$ cat config.mk
export PLATFORM = sky130hd
export DESIGN_NAME = serial_subtractor
export DESIGN_NICKNAME = d
export VERILOG_FILES = /design/src/rtl/serial_arith_pkg.sv /design/src/rtl/full_subtractor_cell.sv /design/src/rtl/serial_subtractor.sv
export SDC_FILE = /design/constraint.sdc
export NUM_CORES = 1
export LEC_CHECK = 0
export ABC_AREA = 1
export BUFFER_PORTS_ARGS = -buffer_cell sky130_fd_sc_hd__buf_2
export CAP_MARGIN = 30
export CORE_ASPECT_RATIO = 0.9
export CORE_MARGIN = 3
export CORE_UTILIZATION = 40
export CTS_CLUSTER_SIZE = 14
export DETAILED_ROUTE_END_ITERATION = 12
export GPL_TIMING_DRIVEN = 0
export PLACE_DENSITY_LB_ADDON = 0.12
export SYNTH_ARGS = -nofsm -noshare
export SYNTH_HDL_FRONTEND = slang
export SYNTH_HIERARCHICAL = 1
export SYNTH_SLANG_ARGS = --single-unit
$ cat constraint.sdc
create_clock -name clk -period 1.7 [get_ports clk]
set_input_delay 0.085 -clock clk [delete_from_list [all_inputs] [get_ports clk]]
set_output_delay 0.085 -clock clk [all_outputs]
set_load 0.02 [all_outputs]
$ cat src/rtl/serial_arith_pkg.sv
// Shared definitions for the bit-serial arithmetic blocks: FSM state encoding
// and the bit-counter width helper.
package serial_arith_pkg;

  // Controller states, 2-bit encoding
  typedef logic [1:0] state_t;
  localparam state_t IDLE  = 2'd0;
  localparam state_t SHIFT = 2'd1;
  localparam state_t DONE  = 2'd2;

  // Width of a counter that indexes bits 0..w-1; never narrower than one bit
  function automatic int CNT_W(input int w);
    if (w <= 1) begin
      return 1;
    end
    return $clog2(w);
  endfunction

endpackage

$ cat src/rtl/full_subtractor_cell.sv
// One-bit full subtractor: d = a - b - bin, with borrow out.
module full_subtractor_cell (
  input  logic a,
  input  logic b,
  input  logic bin,
  output logic d,
  output logic bout
);

  // Difference bit and borrow generated from the current operand bits
  always_comb begin
    d    = a ^ b ^ bin;
    bout = (~a & b) | (~(a ^ b) & bin);
  end

endmodule

$ cat src/rtl/serial_subtractor.sv
// Bit-serial WIDTH-bit subtractor (diff = a_in - b_in), LSB first, one bit per
// clock through a single full-subtractor cell and a borrow flip-flop.
// start is accepted only in IDLE; done pulses for one cycle once the result
// registers have been updated.
module serial_subtractor
  import serial_arith_pkg::*;
#(
  parameter int WIDTH = 8
) (
  input  logic             clk,
  input  logic             rst_n,
  input  logic             start,
  input  logic [WIDTH-1:0] a_in,
  input  logic [WIDTH-1:0] b_in,
  output logic             busy,
  output logic             done,
  output logic [WIDTH-1:0] diff,
  output logic             borrow_out,
  output logic             overflow
);

  localparam int            CW       = CNT_W(WIDTH);
  localparam logic [CW-1:0] CNT_LAST = CW'(WIDTH - 1);

  state_t           state_reg, state_next;
  logic [WIDTH-1:0] a_reg, a_next;
  logic [WIDTH-1:0] b_reg, b_next;
  logic [WIDTH-1:0] res_reg, res_next;
  logic             bw_reg, bw_next;
  logic [CW-1:0]    cnt_reg, cnt_next;
  logic [WIDTH-1:0] diff_reg, diff_next;
  logic             borrow_reg, borrow_next;
  logic             overflow_reg, overflow_next;

  logic             cell_d;
  logic             cell_bout;
  logic [WIDTH-1:0] res_shift;

  // The single arithmetic cell always works on the current LSBs
  full_subtractor_cell u_cell (
    .a    (a_reg[0]),
    .b    (b_reg[0]),
    .bin  (bw_reg),
    .d    (cell_d),
    .bout (cell_bout)
  );

  // Result shift register with the new difference bit entering at the MSB;
  // after WIDTH shifts bit 0 of the result has travelled down to bit 0
  always_comb begin
    res_shift = (res_reg >> 1) | (WIDTH'(cell_d) << (WIDTH - 1));
  end

  // Next-state logic for the FSM, datapath and result registers
  always_comb begin
    state_next    = state_reg;
    a_next        = a_reg;
    b_next        = b_reg;
    res_next      = res_reg;
    bw_next       = bw_reg;
    cnt_next      = cnt_reg;
    diff_next     = diff_reg;
    borrow_next   = borrow_reg;
    overflow_next = overflow_reg;

    case (state_reg)
      IDLE: begin
        if (start) begin
          a_next     = a_in;
          b_next     = b_in;
          res_next   = '0;
          bw_next    = 1'b0;
          cnt_next   = '0;
          state_next = SHIFT;
        end
      end

      SHIFT: begin
        a_next   = a_reg >> 1;
        b_next   = b_reg >> 1;
        res_next = res_shift;
        bw_next  = cell_bout;
        if (cnt_reg == CNT_LAST) begin
          // On the last bit a_reg[0]/b_reg[0] are the operand MSBs and
          // cell_d is the result MSB, which is all overflow needs
          state_next    = DONE;
          diff_next     = res_shift;
          borrow_next   = cell_bout;
          overflow_next = (a_reg[0] ^ b_reg[0]) & (cell_d ^ a_reg[0]);
        end else begin
          cnt_next = cnt_reg + CW'(1);
        end
      end

      DONE: begin
        state_next = IDLE;
      end

      default: begin
        state_next = IDLE;
      end
    endcase
  end

  // State and datapath registers; reset aborts any operation immediately
  always_ff @(posedge clk or negedge rst_n) begin
    if (!rst_n) begin
      state_reg    <= IDLE;
      a_reg        <= '0;
      b_reg        <= '0;
      res_reg      <= '0;
      bw_reg       <= 1'b0;
      cnt_reg      <= '0;
      diff_reg     <= '0;
      borrow_reg   <= 1'b0;
      overflow_reg <= 1'b0;
    end else begin
      state_reg    <= state_next;
      a_reg        <= a_next;
      b_reg        <= b_next;
      res_reg      <= res_next;
      bw_reg       <= bw_next;
      cnt_reg      <= cnt_next;
      diff_reg     <= diff_next;
      borrow_reg   <= borrow_next;
      overflow_reg <= overflow_next;
    end
  end

  // Status flags decode straight from the state register
  always_comb begin
    busy       = (state_reg == SHIFT);
    done       = (state_reg == DONE);
    diff       = diff_reg;
    borrow_out = borrow_reg;
    overflow   = overflow_reg;
  end

endmodule

==> impl_metrics.tcl <==
set metrics [dict create \
    hold_viol 0 \
    grt_pass1_wl_microns 6844 \
    finClkSkew_ps 4.622 \
    dp_hpwl_microns 2590 \
    core_region_area_sq_um 4518 \
    synthToLayoutAreaGrowth_pct 18.68 \
    drc 0 \
    via_per_inst 4.556 \
    clkPwrFrac 0.188 \
    fin_nets 279 \
    gp_congestion 0.7266 \
    cts_buffers 5 \
    switching_share 0.4096 \
    p_per_area_nw_per_um2 1891 \
    rrSetupSlack_ps 270 \
    ant_nets 0 \
    rsz0062_at_grt "no" \
    clock-sinks 39 \
    yosysSeqAreaShare 0.5132 \
    setup_viol 0 \
    synth_area_per_cell_sq_um 8.684 \
    die_h_microns 71.42 \
    cts_tree "built" \
    max_clock_freq_mhz 677.6 \
    drive_gt1_frac 0.2636 \
    antenna_cells 0 \
    synth_fp_nets 241 \
    slew-limit-headroom 0.4109 \
    yosys_warnings 6 \
    syn_inst 219 \
    p_comb_frac 0.449 \
    power_frac_seq 0.362 \
    dpl_worst_slack_ps 270.9 \
    worst_hold_startpoint "a_in[7]" \
    drt_iter0_drc 131 \
    post-route-period-util 0.8682 \
    ys_ff_latch 39 \
    holdPathEnd "a_reg[7]$_DFFE_PN0P_" \
    p_int_mw 2.520 \
    p_switching_mw 1.748 \
    start_util 0.4209 \
    grt_remaining_overflow 0 \
    postCtsSetupRepairBufs 0 \
    crit_arrival_ps 1390 \
    cts_max_level 2 \
    fin_setup_tns_ps 0 \
    ios 31 \
    hold_path_class "in -> reg" \
    syn-cell-area_sq_um 1902 \
    ir_worst_vdd_mv 0.7146 \
    post_cts_resized 0 \
    rr_worst_depth 6 \
    finalWorstSetupSlack_ps 224.1 \
    synth_cell_types 19 \
    dieArea_sq_um 5619 \
    vias 1458 \
    grt_max_degree 40 \
    first_pass_iters 4 \
    cp-start-kind "flop" \
    path_clk_slew_ps 70 \
    hold_depth 3 \
    maxCapViolCount 0 \
    cp-end-kind "primary output" \
    total_leakage_power_nw 1.240 \
    root_buffer "clkbuf_8" \
    cts_hold_buf 1 \
    status "complete, no violations" \
    timing.rr.end "overflow$_DFFE_PN0P_" \
    rows 23 \
    wl_microns 3835 \
    clock_latency_ps 290 \
    grt_usage 0.1584 \
    period_needed_ps 1476 \
    worstReg2RegStart "a_reg[0]$_DFFE_PN0P_" \
    slew_violations 0 \
    tightest_slew_ps 883.7 \
    die_w_microns 78.69 \
    grt_pass1_vias 1417 \
    portBuffers 30 \
    finish.utilization 0.4996 \
    finalPower_mw 4.269 \
    antenna_found_initial 0 \
    clockBufferDepth 2 \
    critPathRequiredTime_ps 1620 \
    wl_per_cell_microns 11.98 \
    critPathMaxFanout 10 \
    crit_type "reg -> out" \
]
-- area by class of cell --
class / instances / area, sq um
clock buffer: 6 / 82.58
sequential: 39 / 975.9
timing repair buffer: 31 / 160.2
tap: 62 / 77.57
clock inverter: 2 / 35.03
fill: 449 / 2261
multi-input combinational: 153 / 770.7
buffer: 8 / 81.33
inverter: 19 / 73.82
-- metrics by stage --
step	cell area (sq um)	hold WS, ps	std cells
2_1_floorplan	1902	-210.6	219
3_3_place_gp	2130	266.8	311
3_5_place_dp	2130	266.4	311
4_1_cts	2257	32.42	320
5_1_grt	2257	44.77	320
6_report	2257	37.97	320
-- critical path, cell delays in order (launching register included) --
cell	delay [ps]
dfrtp_1	460
inv_4	180
buf_2	250
nor2_1	50
buf_2	160
-- logic make-up after synthesis --
family,count (synthesis),share of synthesized area
and+or+nand+nor,131,0.2980
DFF,39,0.5132
buffers and inverters,27,0.08157
AOI/OAI and AO/OA,19,0.08356
adders and majority gates,3,0.02368
-- worst max path at each step --
stage                                 to                      from  cells after the start
finish                              done  state_reg[1]$_DFFE_PN0P_                      4
global route                        done  state_reg[1]$_DFFE_PN0P_                      4
CTS                                 done  state_reg[1]$_DFFE_PN0P_                      4
detailed placement  overflow$_DFFE_PN0P_      a_reg[0]$_DFFE_PN0P_                      6
global placement    overflow$_DFFE_PN0P_      a_reg[0]$_DFFE_PN0P_                      6
floorplan           overflow$_DFFE_PN0P_      a_reg[0]$_DFFE_PN0P_                      6
-- placed cells by master, fill, tap and decap left out --
cell and n:
buf_2 32, buf_6 5, buf_8 1, bufinv_16 1
clkbuf_8 6, clkinv_2 1, dfrtp_1 39, dlygate4sd3_1 1
fa_1 1, ha_1 2, inv_1 17, inv_2 1
inv_4 1, nand2_1 103, nand2_2 1, nand2_4 2
nand2_8 1, nand3_1 20, nor2_1 3, nor2_8 1
o21ai_0 4, o21ai_2 14, o21ai_4 1
-- Yosys cell counts --
| library cell | count | area share |
|---|---|---|
| inv_2 | 1 | 0.0020 |
| buf_2 | 2 | 0.0053 |
| inv_1 | 17 | 0.034 |
| o21ai_0 | 4 | 0.011 |
| inv_4 | 1 | 0.0033 |
| nand2_4 | 2 | 0.012 |
| ha_1 | 2 | 0.013 |
| nand3_1 | 20 | 0.053 |
| o21ai_2 | 14 | 0.064 |
| buf_8 | 1 | 0.0079 |
| nor2_1 | 3 | 0.0059 |
| nor2_8 | 1 | 0.011 |
| nand2_1 | 103 | 0.20 |
| dfrtp_1 | 39 | 0.51 |
| nand2_2 | 1 | 0.0033 |
| nand2_8 | 1 | 0.011 |
| buf_6 | 5 | 0.030 |
| o21ai_4 | 1 | 0.0086 |
| fa_1 | 1 | 0.011 |
-- power groups by stage --
stage / Sequential (mW) / Clock [mW] / Combinational (mW)
floorplan: 1.65 / 0 / 1.37
global placement: 1.56 / 0 / 1.92
detailed placement: 1.57 / 0 / 1.95
CTS: 1.55 / 0.831 / 1.96
global route: 1.61 / 0.867 / 2.22
finish: 1.55 / 0.804 / 1.92
-- metal layers --
| metal | up-vias | global-route usage | part of all wire |
|---|---|---|---|
| li1 | 757 | - | - |
| met1 | 675 | 0.2177 | 0.51 |
| met2 | 19 | 0.2375 | 0.44 |
| met3 | 7 | 0.04020 | 0.035 |
| met4 | 0 | 0.06990 | 0.017 |
| met5 | - | 0 | 0 |
(Power assumes the default switching activity.)
